$ cat config.mk
export PLATFORM = sky130hd
export DESIGN_NAME = clock_mode_controller
export DESIGN_NICKNAME = d
export VERILOG_FILES = /design/src/rtl/clock_pkg.sv /design/src/rtl/clock_mode_controller_edge_rise.sv /design/src/rtl/clock_mode_controller.sv
export SDC_FILE = /design/constraint.sdc
export NUM_CORES = 1
export LEC_CHECK = 0
export ABC_AREA = 1
export BUFFER_PORTS_ARGS = -buffer_cell sky130_fd_sc_hd__buf_4
export CORE_MARGIN = 1
export CORE_UTILIZATION = 55
export DETAILED_ROUTE_END_ITERATION = 6
export PLACE_DENSITY = 0.84
export REMOVE_ABC_BUFFERS = 1
export SLEW_MARGIN = 20
export SYNTH_ARGS = -nofsm -noshare
export SYNTH_HDL_FRONTEND = slang
export SYNTH_HIERARCHICAL = 1
export SYNTH_SLANG_ARGS = --single-unit
$ cat constraint.sdc
create_clock -name clk -period 4.2 [get_ports clk]
set_input_delay 0.21 -clock clk [delete_from_list [all_inputs] [get_ports clk]]
set_output_delay 0.21 -clock clk [all_outputs]
set_load 0.02 [all_outputs]
$ cat src/rtl/clock_pkg.sv
// ============================================================================
// Module   : clock_pkg
// Brief    : Mode encodings and counter width helper for the alarm clock.
// Revision : 1.0 - initial release
// ============================================================================
`default_nettype none

package clock_pkg;

  typedef enum logic [1:0] {
    MODE_RUN       = 2'b00,
    MODE_SET_TIME  = 2'b01,
    MODE_SET_ALARM = 2'b10,
    MODE_RING      = 2'b11
  } mode_e;

  // Bits needed to hold values 0..modulus-1 (never less than one bit).
  function automatic int cnt_width(input int modulus);
    return (modulus > 1) ? $clog2(modulus) : 1;
  endfunction

endpackage

`default_nettype wire

$ cat src/rtl/clock_mode_controller_edge_rise.sv
// ============================================================================
// Module   : edge_rise
// Brief    : One-bit rising-edge detector with asynchronous active-high reset.
// Revision : 1.0 - initial release
// ============================================================================
`default_nettype none

module edge_rise (
  input  logic clk,
  input  logic rst,
  input  logic d,
  output logic rise
);

  logic r_prev;

  always_ff @(posedge clk or posedge rst) begin
    if (rst) begin
      r_prev <= 1'b0;
    end else begin
      r_prev <= d;
    end
  end

  assign rise = d & ~r_prev;

endmodule

`default_nettype wire

$ cat src/rtl/clock_mode_controller.sv
// ============================================================================
// Module   : clock_mode_controller
// Brief    : Alarm-clock sequencer: carry routing, SET-mode button strobes, alarm.
// Revision : 1.0 - initial release
// ============================================================================
`default_nettype none

module clock_mode_controller
  import clock_pkg::*;
#(
  parameter int N_MIN         = 60,
  parameter int N_HR          = 24,
  parameter int SET_TIMEOUT_S = 30,
  parameter int RING_MAX_MIN  = 5
) (
  input  logic                         clk,
  input  logic                         rst,
  input  logic                         tick_1s,
  input  logic                         sec_carry,
  input  logic                         min_carry,
  input  logic                         btn_mode,
  input  logic                         btn_sel,
  input  logic                         btn_up,
  input  logic                         btn_down,
  input  logic                         btn_stop,
  input  logic                         alarm_on,
  input  logic [cnt_width(N_MIN)-1:0]  cur_min,
  input  logic [cnt_width(N_HR)-1:0]   cur_hr,
  input  logic [cnt_width(N_MIN)-1:0]  alm_min,
  input  logic [cnt_width(N_HR)-1:0]   alm_hr,
  output logic                         sec_en,
  output logic                         sec_clr,
  output logic                         tmin_en,
  output logic                         tmin_ud,
  output logic                         thr_en,
  output logic                         thr_ud,
  output logic                         amin_en,
  output logic                         amin_ud,
  output logic                         ahr_en,
  output logic                         ahr_ud,
  output logic [1:0]                   mode,
  output logic                         field_sel,
  output logic                         ringing,
  output logic                         blink
);

  localparam int IW = cnt_width(SET_TIMEOUT_S + 1);
  localparam int RW = cnt_width(RING_MAX_MIN + 1);
  localparam logic [IW-1:0] c_idle_last = IW'(SET_TIMEOUT_S - 1);
  localparam logic [RW-1:0] c_ring_last = RW'(RING_MAX_MIN - 1);

  mode_e         r_state, w_state_nxt;
  logic          r_field, w_field_nxt;
  logic [IW-1:0] r_idle, w_idle_nxt;
  logic [RW-1:0] r_ring_cnt, w_ring_nxt;
  logic          r_blink, w_blink_nxt;
  logic          r_ringing, w_ringing_nxt;
  logic [9:0]    r_strb, w_strb;

  logic w_sec_rise, w_min_rise, w_match_rise, w_match, w_any_btn, w_adjust;

  assign w_match   = alarm_on & (cur_min == alm_min) & (cur_hr == alm_hr);
  assign w_any_btn = btn_mode | btn_sel | btn_up | btn_down | btn_stop;
  assign w_adjust  = btn_up ^ btn_down;

  edge_rise u_sec_edge   (.clk(clk), .rst(rst), .d(sec_carry), .rise(w_sec_rise));
  edge_rise u_min_edge   (.clk(clk), .rst(rst), .d(min_carry), .rise(w_min_rise));
  edge_rise u_match_edge (.clk(clk), .rst(rst), .d(w_match),   .rise(w_match_rise));

  always_ff @(posedge clk or posedge rst) begin
    if (rst) begin
      r_state    <= MODE_RUN;
      r_field    <= 1'b0;
      r_idle     <= '0;
      r_ring_cnt <= '0;
      r_blink    <= 1'b1;
      r_ringing  <= 1'b0;
      r_strb     <= '0;
    end else begin
      r_state    <= w_state_nxt;
      r_field    <= w_field_nxt;
      r_idle     <= w_idle_nxt;
      r_ring_cnt <= w_ring_nxt;
      r_blink    <= w_blink_nxt;
      r_ringing  <= w_ringing_nxt;
      r_strb     <= w_strb;
    end
  end

  // Strobe vector bit order: sec_en sec_clr tmin_en tmin_ud thr_en thr_ud
  // amin_en amin_ud ahr_en ahr_ud.
  always_comb begin
    w_state_nxt = r_state;
    w_field_nxt = r_field;
    w_idle_nxt  = r_idle;
    w_ring_nxt  = r_ring_cnt;
    w_strb      = '0;
    case (r_state)
      MODE_RUN, MODE_RING: begin
        w_strb[9] = tick_1s;
        w_strb[7] = w_sec_rise;
        w_strb[6] = w_sec_rise;
        w_strb[5] = w_min_rise;
        w_strb[4] = w_min_rise;
        if (r_state == MODE_RUN) begin
          // Alarm takes priority over a coincident mode press.
          if (w_match_rise) begin
            w_state_nxt = MODE_RING;
            w_ring_nxt  = '0;
          end else if (btn_mode) begin
            w_state_nxt = MODE_SET_TIME;
            w_idle_nxt  = '0;
          end
        end else if (btn_stop | btn_mode | btn_up | btn_down | ~alarm_on) begin
          w_state_nxt = MODE_RUN;
        end else if (w_sec_rise) begin
          if (r_ring_cnt == c_ring_last) begin
            w_state_nxt = MODE_RUN;
          end else begin
            w_ring_nxt = r_ring_cnt + 1'b1;
          end
        end
      end
      default: begin
        if (w_adjust) begin
          if (r_state == MODE_SET_TIME) begin
            if (r_field) {w_strb[5], w_strb[4]} = {1'b1, btn_up};
            else         {w_strb[7], w_strb[6]} = {1'b1, btn_up};
          end else begin
            if (r_field) {w_strb[1], w_strb[0]} = {1'b1, btn_up};
            else         {w_strb[3], w_strb[2]} = {1'b1, btn_up};
          end
        end
        if (btn_sel) begin
          w_field_nxt = ~r_field;
        end
        if (w_any_btn) begin
          w_idle_nxt = '0;
        end else if (tick_1s) begin
          if (r_idle == c_idle_last) begin
            w_state_nxt = MODE_RUN;
          end else begin
            w_idle_nxt = r_idle + 1'b1;
          end
        end
        if (btn_mode) begin
          w_state_nxt = (r_state == MODE_SET_TIME) ? MODE_SET_ALARM : MODE_RUN;
        end
        w_strb[8] = (r_state == MODE_SET_TIME) && (w_state_nxt != MODE_SET_TIME);
      end
    endcase
    if (w_state_nxt != r_state) begin
      w_field_nxt = 1'b0;
    end
    w_blink_nxt   = (w_state_nxt == MODE_RUN) ? 1'b1 : (tick_1s ? ~r_blink : r_blink);
    w_ringing_nxt = (w_state_nxt == MODE_RING);
  end

  assign {sec_en, sec_clr, tmin_en, tmin_ud, thr_en, thr_ud,
          amin_en, amin_ud, ahr_en, ahr_ud} = r_strb;
  assign mode      = r_state;
  assign field_sel = r_field;
  assign ringing   = r_ringing;
  assign blink     = r_blink;

endmodule

`default_nettype wire

==> results of run 1 <==
[tightest hold or removal path, cell delays in order]
cell and delay [ns]:
buf_4 0.11, nand2_1 0.05, inv_1 0.05
[state kept, by name, summed over array words and instances, names as in the netlist]
name / cells
blink: 1
field_sel: 1
mode: 2
r_idle: 5
r_ring_cnt: 3
r_strb: 10
ringing: 1
u_match_edge/r_prev: 1
u_min_edge/r_prev: 1
u_sec_edge/r_prev: 1
[logic make-up after synthesis]
| logic type | share of synthesized area (%) |
|---|---|
| adders and majority gates | 4.762 |
| AOI/OAI and AO/OA | 11.11 |
| and+or+nand+nor | 29.37 |
| buffers and inverters | 10.16 |
| xor gates and xnor gates | 3.255 |
| DFF | 41.35 |
[cells in the final DEF (no fill, tap or decap), types with 3 or more instances in the layout]
| cell type | synthesis | final |
|---|---|---|
| a21oi_1 | 4 | 4 |
| buf_4 | 0 | 47 |
| clkbuf_4 | 0 | 3 |
| dfrtp_1 | 25 | 25 |
| dlygate4sd3_1 | 0 | 3 |
| ha_1 | 6 | 6 |
| inv_1 | 34 | 34 |
| inv_2 | 4 | 4 |
| nand2_1 | 32 | 32 |
| nand2_2 | 8 | 8 |
| nand3_1 | 13 | 13 |
| nor2_1 | 15 | 15 |
| nor2_2 | 8 | 8 |
| nor3_1 | 4 | 4 |
| o21ai_0 | 11 | 11 |
| o22ai_1 | 4 | 4 |
[worst paths after layout]
| path | slack, ns | to | startpoint | cells after the start |
|---|---|---|---|---|
| worst max-delay path | 2.27 | r_idle[2]$_DFFE_PP0P_ | mode[0]$_DFF_PP0_ | 9 |
| worst min-delay path | 0.12 | r_strb[0]$_DFF_PP0_ | btn_up | 3 |
| worst max register to register | 2.27 | r_idle[2]$_DFFE_PP0P_ | mode[0]$_DFF_PP0_ | 9 |
| worst min register to register | 0.57 | r_idle[4]$_DFFE_PP0P_ | r_idle[4]$_DFFE_PP0P_ | 2 |
| max in group asynchronous | 3.06 | r_strb[7]$_DFF_PP0_ | rst | 3 |
| min in group asynchronous | 0.28 | u_match_edge/r_prev$_DFF_PP0_ | rst | 3 |
[cell type report]
cell class	count	area [sq um]
fillers	227	710.7
well taps	31	38.79
inverters	39	148.9
clock buffers	4	36.28
multi-input cells	131	764.5
flip-flops and latches	26	651.9
repair buffers	50	382.9
[repair_timing]
| action | in CTS | in global routing |
|---|---|---|
| endpoints found under the hold margin | 5 | 0 |
| endpoints found under the setup margin | 0 | 0 |
| hold buffers | 3 | 0 |
[through the flow]
| step | instance area (sq um) | cells | hold slack (ns) | setup slack, ns |
|---|---|---|---|---|
| floorplan | 1565 | 196 | -0.06129 | 2.362 |
| global placement | 1957 | 274 | 0.07898 | 2.365 |
| detailed placement | 1957 | 274 | 0.08138 | 2.312 |
| CTS | 2023 | 281 | 0.1148 | 2.275 |
| global route | 2023 | 281 | 0.1255 | 2.128 |
| finish | 2023 | 281 | 0.1165 | 2.267 |
[routing by layer]
metal	vias to the layer above	wire length (um)	global-route usage, %	share of wire (%)
met5	-	0	0	0
met4	0	76	10.36	2.3
met3	9	188	5.386	5.8
met2	57	1629	42.51	50
met1	627	1342	26.30	41
li1	726	-	-	-
[power groups by stage]
stage                     Clock (mW)  Combinational, mW  Sequential [mW]
after global routing           0.142              0.779            0.369
after floorplan                    0              0.434            0.419
after detailed placement           0              0.684            0.365
after global placement             0              0.667            0.361
after CTS                      0.129              0.690            0.360
final                          0.128              0.687            0.360
==> results.tsv, run 1 <==
metric	value	unit
status	completed	
I/O Buffers	47	
critical path's largest stage delay	0.58	ns
first-pass GRT wire length	5699	um
Total Power	1.175	mW
post-synthesis sequential area ratio	41.35	%
setup TNS	0	ns
initial antenna violation count	0	
Setup Skew	0.003919	ns
clock network power share	10.9	%
fin crit period	1.933	ns
Nets	290	
worst path cell trace	inv_1 > ha_1 > inv_4 > o21ai_2 > nand3_2 > nand2_4 > nand2_4 > xor2_2 > nor2_2	
Setup Viol. Count Final	0	
Synth top area share	39.68	%
Final Util	74.00	%
Via-to-Cell Ratio	5.050	
arrival time worst endpoint	2.21	ns
Async SR Flop Fraction	100.0	%
Synth warnings	6	
Net Switching	0.5484	mW
CP Launch Type	register	
power share of the combinational group	58.5	%
synth top area cells	dfrtp_1 (40%), inv_1 (8.1%), nand2_1 (7.6%), ha_1 (4.8%), nand3_1 (4.1%)	
Seq pwr share	30.6	%
Synth Cell Area	1577	sq um
type of the worst setup path	reg -> reg	
TritonCTS clock tree	done	
Initial Utilization	57.67	%
# DRC	0	
Num CTS Buffers	3	
WP data required	4.48	ns
count leader, synth	inv_1	
largest net degree at the start of global routing	24	
total gr overflow	0	
most used cell, CP	nand2_4	
Power Internal	0.6262	mW
drt pass-1 iters	4	
postcts setup bufs	0	
# IOs	48	
Worst path slowest cell	ha_1	
vias in the first global route	1421	
switching share of power	46.69	%
VDD IR max	0.0005514	V
Total Wirelength	3237	um
Top delay family on crit path	adder cells	
final period utilization	46.01	%
Die H	55.54	um
post-synthesis cell type count	34	
power density cells	580.6	nW/um^2
Slew headroom	43.66	%
Mapped Cells	197	
Sink Count	26	
Post-CTS Resized	0	
Post-synth EDFFs	0	
final slew viol count	0	
Worst-path clk slew	0.14	ns
crit path buf inv count	2	
RSZ-0062 raised after global routing	no	
Routed WL per cell	11.52	um
Final Hold Viols	0	
Post-DP HPWL	2628	um
area leader, netlist	dfrtp_1	
Slew @ Worst Pin	0.8442	ns
Hold Crit Class	in -> reg	
top_reg_cell synth	dfrtp_1	
GPL Wtd Cong	0.8571	
syn avg cell area	8.003	sq um
Vias	1419	
Die Area	3085	sq um
Max Fanout on Critical Path	10	
antenna viol nets, final	0	
Site Rows	19	
clock root cell	clkbuf_4	
Area growth syn-to-layout	28.33	%
f_max	0.5174	GHz
clock tree buffer depth	2	
Ant. Diodes	0	
worst-skew pair later-pin latency	0.33	ns
crit end category	register	
maxcap violations	0	
FF+latch count, synth	26	
H-Tree Depth	1	
layout cells sized above 1	33.60	%
top cells by count, synth	inv_1 (34), nand2_1 (32), dfrtp_1 (25)	
Tot GR Track Use	23.57	%
Leak	1.094	nW
CORE AREA	2734	sq um
initial DRC count	34	
die width	55.54	um
(Power assumes the default switching activity.)
==> inputs of run 2 (changes only) <==
--- a/config.mk
+++ b/config.mk
@@ -8,9 +8,9 @@
 export ABC_AREA = 1
 export BUFFER_PORTS_ARGS = -buffer_cell sky130_fd_sc_hd__buf_4
 export CORE_MARGIN = 1
-export CORE_UTILIZATION = 55
+export CORE_UTILIZATION = 51
 export DETAILED_ROUTE_END_ITERATION = 6
-export PLACE_DENSITY = 0.84
+export PLACE_DENSITY = 0.78
 export REMOVE_ABC_BUFFERS = 1
 export SLEW_MARGIN = 20
 export SYNTH_ARGS = -nofsm -noshare
==> constraint.sdc (replaced) <==
create_clock -name clk -period 1.8 [get_ports clk]
set_input_delay 0.09 -clock clk [delete_from_list [all_inputs] [get_ports clk]]
set_output_delay 0.09 -clock clk [all_outputs]
set_load 0.02 [all_outputs]
==> run 2 against run 1 <==
  * The flow now finishes with violations (DRC)
  * Clock-buffer cell count stayed put
  * Register-to-register slack worse by 2.1 ns
  * Critical endpoint unchanged
  * Global-route usage is 3.2 points lower
  * Critical path depth stayed put
  * First-iteration DRC count is 24% lower
  * Highest routed layer unchanged
  * Total power is 140% higher
  * Via count is 1.1% higher
  * Setup slack worse by 2.1 ns
  * Cell count is 3.2% higher
  * Maximum frequency is 16% higher
  * Hold slack worse by 0.075 ns
==> results.tsv, run 2 (same netlist as run 1, synthesis figures left out) <==
metric	value	unit	change
Vias	1435		was 1419
Power Internal	1.582	mW	was 0.6262 mW
crit end category	register		unchanged
layout cells sized above 1	35.52	%	was 33.60%
clock root cell	clkbuf_4		unchanged
Hold Startpoint	tick_1s		was btn_up
f_max	0.6018	GHz	was 0.5174 GHz
Area growth syn-to-layout	32.78	%	was 28.33%
Nets	299		was 290
reg2reg setup slack	0.14	ns	was 2.27 ns
Hold Crit Class	in -> reg		unchanged
I/O Buffers	47		unchanged
Worst R2R End	r_idle[2]$_DFFE_PP0P_		unchanged
antenna viol nets, final	0		unchanged
Initial Utilization	55.26	%	was 57.67%
Post-Place Cells	282		was 274
Total Power	2.866	mW	was 1.175 mW
Slew headroom	78.35	%	was 43.66%
type of the worst setup path	reg -> reg		unchanged
Post-CTS Resized	0		unchanged
Final Util	73.38	%	was 74.00%
Max Fanout on Critical Path	8		was 10
Setup Viol. Count Final	0		unchanged
Seq pwr share	28.5	%	was 30.6%
first-pass GRT wire length	5230	um	was 5699 um
drt pass-1 iters	6		was 4
clock network power share	10.1	%	was 10.9%
final slew viol count	0		unchanged
CP Launch Type	register		unchanged
clock tree buffer depth	2		unchanged
status	complete, but fails checks		was completed
worst path cell trace	inv_1 > ha_1 > inv_4 > o21ai_2 > nand3_2 > nand2_4 > nand2_4 > xor2_2 > nor2_2		unchanged
switching share of power	44.80	%	was 46.69%
# DRC	3		was 0
vias in the first global route	1278		was 1421
fin crit period	1.662	ns	was 1.933 ns
most frequent cells in the layout	buf_4 (55), inv_1 (34), nand2_1 (32)		was buf_4 (47), inv_1 (34), nand2_1 (32)
max reg flops	10		unchanged
RSZ-0062 raised after global routing	no		unchanged
maxcap violations	0		unchanged
VDD IR max	0.001143	V	was 0.0005514 V
Net Switching	1.284	mW	was 0.5484 mW
largest net degree at the start of global routing	24		unchanged
Via-to-Cell Ratio	4.948		was 5.050
FF-to-FF Start	mode[0]$_DFF_PP0_		unchanged
die width	57.60	um	was 55.54 um
power share of the combinational group	61.4	%	was 58.5%
Slew @ Worst Pin	0.3248	ns	was 0.8442 ns
CORE AREA	2853	sq um	was 2734 sq um
Leak	1.136	nW	was 1.094 nW
Tot GR Track Use	20.37	%	was 23.57%
WP data required	2.07	ns	was 4.48 ns
initial antenna violation count	0		unchanged
Post-CTS Hold Buffers	4		was 3
Die Area	3318	sq um	was 3085 sq um
Hold EP	blink$_DFFE_PP1P_		was r_strb[0]$_DFF_PP0_
# IOs	48		unchanged
arrival time worst endpoint	1.93	ns	was 2.21 ns
Die H	57.60	um	was 55.54 um
worst-skew pair later-pin latency	0.32	ns	was 0.33 ns
Num CTS Buffers	3		unchanged
power density cells	1369	nW/um^2	was 580.6 nW/um^2
GPL Wtd Cong	0.8308		was 0.8571
Finished Layout Cells	290		was 281
biggest registers after layout	r_strb (10), r_idle (5), r_ring_cnt (3)		unchanged
hold path depth	3		unchanged
Final Hold Viols	0		unchanged
failing checks	DRC		
Worst path slowest cell	ha_1		unchanged
Worst-path clk slew	0.13	ns	was 0.14 ns
critical path's largest stage delay	0.48	ns	was 0.58 ns
postcts setup bufs	0		unchanged
total gr overflow	0		unchanged
Routed WL per cell	10.18	um	was 11.52 um
Post-DP HPWL	2447	um	was 2628 um
Setup Skew	0.001878	ns	was 0.003919 ns
Reg2Reg Depth	9		unchanged
Site Rows	19		unchanged
Total Wirelength	2952	um	was 3237 um
TritonCTS clock tree	done		unchanged
most common cell after layout, fill and taps aside	buf_4		unchanged
Ant. Diodes	0		unchanged
Reg with most FFs	r_strb		unchanged
initial DRC count	26		was 34
final period utilization	92.31	%	was 46.01%
fillcell total	239		was 227
H-Tree Depth	1		unchanged
setup TNS	0	ns	unchanged
most used cell, CP	nand2_4		unchanged
Sink Count	26		unchanged
-- run 2: cell types whose count changed in the layout (fill, tap and decap cells not counted), sizes merged --
cell         before  now
buf              47   55
dlygate4sd3       3    4
-- run 2: power groups by stage --
| stage | clock network, mW | registers, mW | logic (mW) |
|---|---|---|---|
| after floorplan | 0 | 0.978 | 1.01 |
| after global placement | 0 | 0.828 | 1.74 |
| after detailed placement | 0 | 0.830 | 1.76 |
| after CTS | 0.303 | 0.818 | 1.77 |
| after global routing | 0.325 | 0.836 | 1.95 |
| final | 0.289 | 0.817 | 1.76 |
-- run 2: critical path: cells and delay by family, from the launching register on --
kind | cells | cell delay, ns
buf+inv | 2 | 0.16
fa+ha+maj | 1 | 0.48
xor+xnor | 1 | 0.14
compound gates | 1 | 0.10
simple gates | 4 | 0.37
flops | 1 | 0.37
-- run 2: cell type report --
type                    count  area, sq um  share of cell area [%]
multi-input cells         131        764.5                   36.52
clock buffers               4        36.28                   1.733
well taps                  31        38.79                   1.853
flip-flops and latches     26        651.9                   31.14
inverters                  39        148.9                   7.113
repair buffers             59        452.9                   21.64
-- run 2: how the worst max path moves through the flow --
| stage | startpoint | to | slack (ns) | cells after the start |
|---|---|---|---|---|
| after floorplan | mode[0]$_DFF_PP0_ | r_idle[2]$_DFFE_PP0P_ | -0.04 | 9 |
| after global placement | cur_hr[0] | r_idle[2]$_DFFE_PP0P_ | 0.13 | 15 |
| after detailed placement | cur_hr[0] | r_idle[2]$_DFFE_PP0P_ | 0.1 | 15 |
| after CTS | mode[0]$_DFF_PP0_ | r_idle[2]$_DFFE_PP0P_ | 0.13 | 9 |
| after global routing | mode[0]$_DFF_PP0_ | r_idle[4]$_DFFE_PP0P_ | 0.006 | 9 |
| final | mode[0]$_DFF_PP0_ | r_idle[2]$_DFFE_PP0P_ | 0.14 | 9 |
-- run 2: per-layer routing --
metal | global-route usage, % | vias to the layer above | share of wire, %
met1 | 25.83 | 624 | 47
met2 | 35.55 | 57 | 45
met3 | 2.494 | 5 | 6.1
met5 | 0 | - | 0
met4 | 7.317 | 0 | 1.6
li1 | - | 749 | -
-- run 2: through the flow --
step                      hold WS [ns]  worst slack, ns  area [sq um]
after floorplan                -0.1813         -0.03846          1565
after global placement        -0.04282           0.1342          2017
after detailed placement      -0.04025          0.09785          2017
after CTS                      0.03204           0.1258          2093
after global routing           0.02742         0.006165          2093
final                          0.04178           0.1384          2093
==> inputs of run 3 (changes only) <==
--- a/config.mk
+++ b/config.mk
@@ -7,10 +7,11 @@
 export LEC_CHECK = 0
 export ABC_AREA = 1
 export BUFFER_PORTS_ARGS = -buffer_cell sky130_fd_sc_hd__buf_4
+export CORE_ASPECT_RATIO = 0.7
 export CORE_MARGIN = 1
-export CORE_UTILIZATION = 51
+export CORE_UTILIZATION = 30
 export DETAILED_ROUTE_END_ITERATION = 6
-export PLACE_DENSITY = 0.78
+export PLACE_DENSITY = 0.5
 export REMOVE_ABC_BUFFERS = 1
 export SLEW_MARGIN = 20
 export SYNTH_ARGS = -nofsm -noshare
==> run 3 against run 2 <==
  * The run now ends clean
  * Setup slack improved by 0.055 ns
  * Clock skew rose by 0.00067 ns
  * First-iteration DRC count rose to 3.2 times the previous value
  * Sequential share of layout area fell by 1.3 points
  * Via count fell by 3.6%
  * Core utilization fell by 29 points
  * Critical endpoint is now r_idle[4]$_DFFE_PP0P_
==> results.tsv, run 3 (same netlist as run 1, synthesis figures left out) <==
metric	value	unit	change
Slew headroom	66.96	%	was 78.35%
initial DRC count	84		was 26
layout cells sized above 1	36.05	%	was 35.52%
Net Switching	1.344	mW	was 1.284 mW
Area growth syn-to-layout	38.33	%	was 32.78%
Reg2Reg Depth	9		unchanged
Setup Viol. Count Final	0		unchanged
power share of the combinational group	58.2	%	was 61.4%
Site Rows	21		was 19
crit path to	r_idle[4]$_DFFE_PP0P_		was r_idle[2]$_DFFE_PP0P_
dpl ws	0.06336	ns	was 0.09785 ns
Total Power	3.117	mW	was 2.866 mW
clock network power share	15.5	%	was 10.1%
Seq pwr share	26.3	%	was 28.5%
Max Fanout on Critical Path	8		unchanged
Slew @ Worst Pin	0.4951	ns	was 0.3248 ns
TritonCTS clock tree	done		unchanged
CORE AREA	4913	sq um	was 2853 sq um
Worst path slowest cell	ha_2		was ha_1
clock tree buffer depth	2		unchanged
Via-to-Cell Ratio	4.229		was 4.948
Total Wirelength	3572	um	was 2952 um
GPL Wtd Cong	0.7936		was 0.8308
H-Tree Depth	1		unchanged
worst path cell trace	inv_1 > ha_2 > inv_4 > o21ai_2 > nand3_2 > nand2_4 > nand2_4 > o21ai_1 > a21oi_1		was inv_1 > ha_1 > inv_4 > o21ai_2 > nand3_2 > nand2_4 > nand2_4 > xor2_2 > nor2_2
Worst R2R End	r_idle[4]$_DFFE_PP0P_		was r_idle[2]$_DFFE_PP0P_
biggest registers after layout	r_strb (10), r_idle (5), r_ring_cnt (3)		unchanged
critical path's largest stage delay	0.43	ns	was 0.48 ns
Worst Slack Setup Final	0.1934	ns	was 0.1384 ns
type of the worst setup path	reg -> reg		unchanged
most used cell, CP	nand2_4		unchanged
vias in the first global route	1308		was 1278
FF-to-FF Start	mode[1]$_DFF_PP0_		was mode[0]$_DFF_PP0_
CP Launch Point	mode[1]$_DFF_PP0_		was mode[0]$_DFF_PP0_
RSZ-0062 raised after global routing	no		unchanged
Power Internal	1.773	mW	was 1.582 mW
Die Area	5554	sq um	was 3318 sq um
reg2reg setup slack	0.19	ns	was 0.14 ns
CP Launch Type	register		unchanged
Reg with most FFs	r_strb		unchanged
arrival time worst endpoint	1.77	ns	was 1.93 ns
initial antenna violation count	0		unchanged
final period utilization	89.26	%	was 92.31%
Sink Count	26		unchanged
Worst-path clk slew	0.09	ns	was 0.13 ns
setup TNS	0	ns	unchanged
Setup Skew	0.002552	ns	was 0.001878 ns
antenna viol nets, final	0		unchanged
Tot GR Track Use	14.23	%	was 20.37%
first-pass GRT wire length	6141	um	was 5230 um
Leak	1.150	nW	was 1.136 nW
Placed Area	2077	sq um	was 2017 sq um
clock root cell	clkbuf_8		was clkbuf_4
Num CTS Buffers	3		unchanged
Design Area, Final	2181	sq um	was 2093 sq um
max reg flops	10		unchanged
Routed WL per cell	10.92	um	was 10.18 um
total gr overflow	0		unchanged
Nets	298		was 299
switching share of power	43.12	%	was 44.80%
Final Hold Viols	0		unchanged
Post-DP HPWL	2927	um	was 2447 um
Hold Crit Class	in -> reg		unchanged
# IOs	48		unchanged
f_max	0.6224	GHz	was 0.6018 GHz
postcts setup bufs	0		unchanged
final slew viol count	0		unchanged
crit end category	register		unchanged
Die H	62.65	um	was 57.60 um
worst-skew pair later-pin latency	0.27	ns	was 0.32 ns
Vias	1383		was 1435
Ant. Diodes	0		unchanged
drt pass-1 iters	4		was 6
# DRC	0		was 3
most frequent cells in the layout	buf_4 (54), inv_1 (34), nand2_1 (32)		was buf_4 (55), inv_1 (34), nand2_1 (32)
VDD IR max	0.001018	V	was 0.001143 V
most common cell after layout, fill and taps aside	buf_4		unchanged
WP data required	1.96	ns	was 2.07 ns
I/O Buffers	47		unchanged
Initial Utilization	32.09	%	was 55.26%
fin crit period	1.607	ns	was 1.662 ns
maxcap violations	0		unchanged
status	completed		was complete, but fails checks
die width	88.65	um	was 57.60 um
largest net degree at the start of global routing	16		was 24
power density cells	1429	nW/um^2	was 1369 nW/um^2
run 3: cell count changes in the layout (fill, tap and decap cells not counted):
cell / change
clkbuf_8: +2
buf_4: -1
dlygate4sd3_1: -1
ha_1: -1
buf_12: +1
clkbuf_4: -3
ha_2: +1
bufinv_16: +1
run 3: timing repair:
item                                    CTS  global route
endpoints found under the setup margin    0             1
gates resized for setup                   0             1
hold endpoints to repair                 14             0
hold buffers                              3             0
run 3: cell type report:
| class | instances | area (sq um) |
|---|---|---|
| inverters | 39 | 148.9 |
| clock inverters | 1 | 30.03 |
| clock buffers | 3 | 41.29 |
| fillers | 497 | 2733 |
| multi-input cells | 131 | 767.0 |
| well taps | 69 | 86.33 |
| repair buffers | 58 | 455.4 |
| flip-flops and latches | 26 | 651.9 |
run 3: worst min path at each step:
stage,slack [ns],startpoint,cells after the start,endpoint
3_5_place_dp,-0.04,rst,2,u_sec_edge/r_prev$_DFF_PP0_
2_1_floorplan,-0.18,rst,1,u_match_edge/r_prev$_DFF_PP0_
4_1_cts,0.04,btn_up,3,r_strb[2]$_DFF_PP0_
6_report,0.05,btn_up,3,r_strb[2]$_DFF_PP0_
3_3_place_gp,-0.04,rst,2,u_sec_edge/r_prev$_DFF_PP0_
5_1_grt,0.06,btn_up,3,r_strb[2]$_DFF_PP0_
run 3: per-layer routing:
metal	wire length, um	part of all wire [%]	up-vias	global-route usage (%)
li1	-	-	750	-
met1	2023	57	590	22.11
met2	1328	37	41	19.71
met3	195	5.5	2	3.303
met4	24	0.67	0	3.024
met5	0	0	-	0
run 3: through the flow:
stage               hold WS, ns  instances  utilization [%]
floorplan               -0.1813        196                -
global placement       -0.04254        320            42.27
detailed placement     -0.04147        320            42.27
CTS                     0.04380        327            44.33
global route            0.06363        327            44.39
finish                  0.05166        327            44.39
run 3: worst max-delay path, delay by kind of cell, from the launching register on:
kind                       cells  cell delay (ns)
DFF                            1             0.35
and+or+nand+nor                3             0.30
AOI/OAI and AO/OA              3             0.28
buffers and inverters          2             0.13
adders and majority gates      1             0.43
run 3: power groups by stage:
stage                     Clock (mW)  Sequential (mW)  Combinational, mW
final                          0.483            0.821               1.81
after global placement             0            0.834               1.82
after global routing           0.519            0.841               2.03
after detailed placement           0            0.834               1.79
after CTS                      0.504            0.822               1.80
after floorplan                    0            0.978               1.01
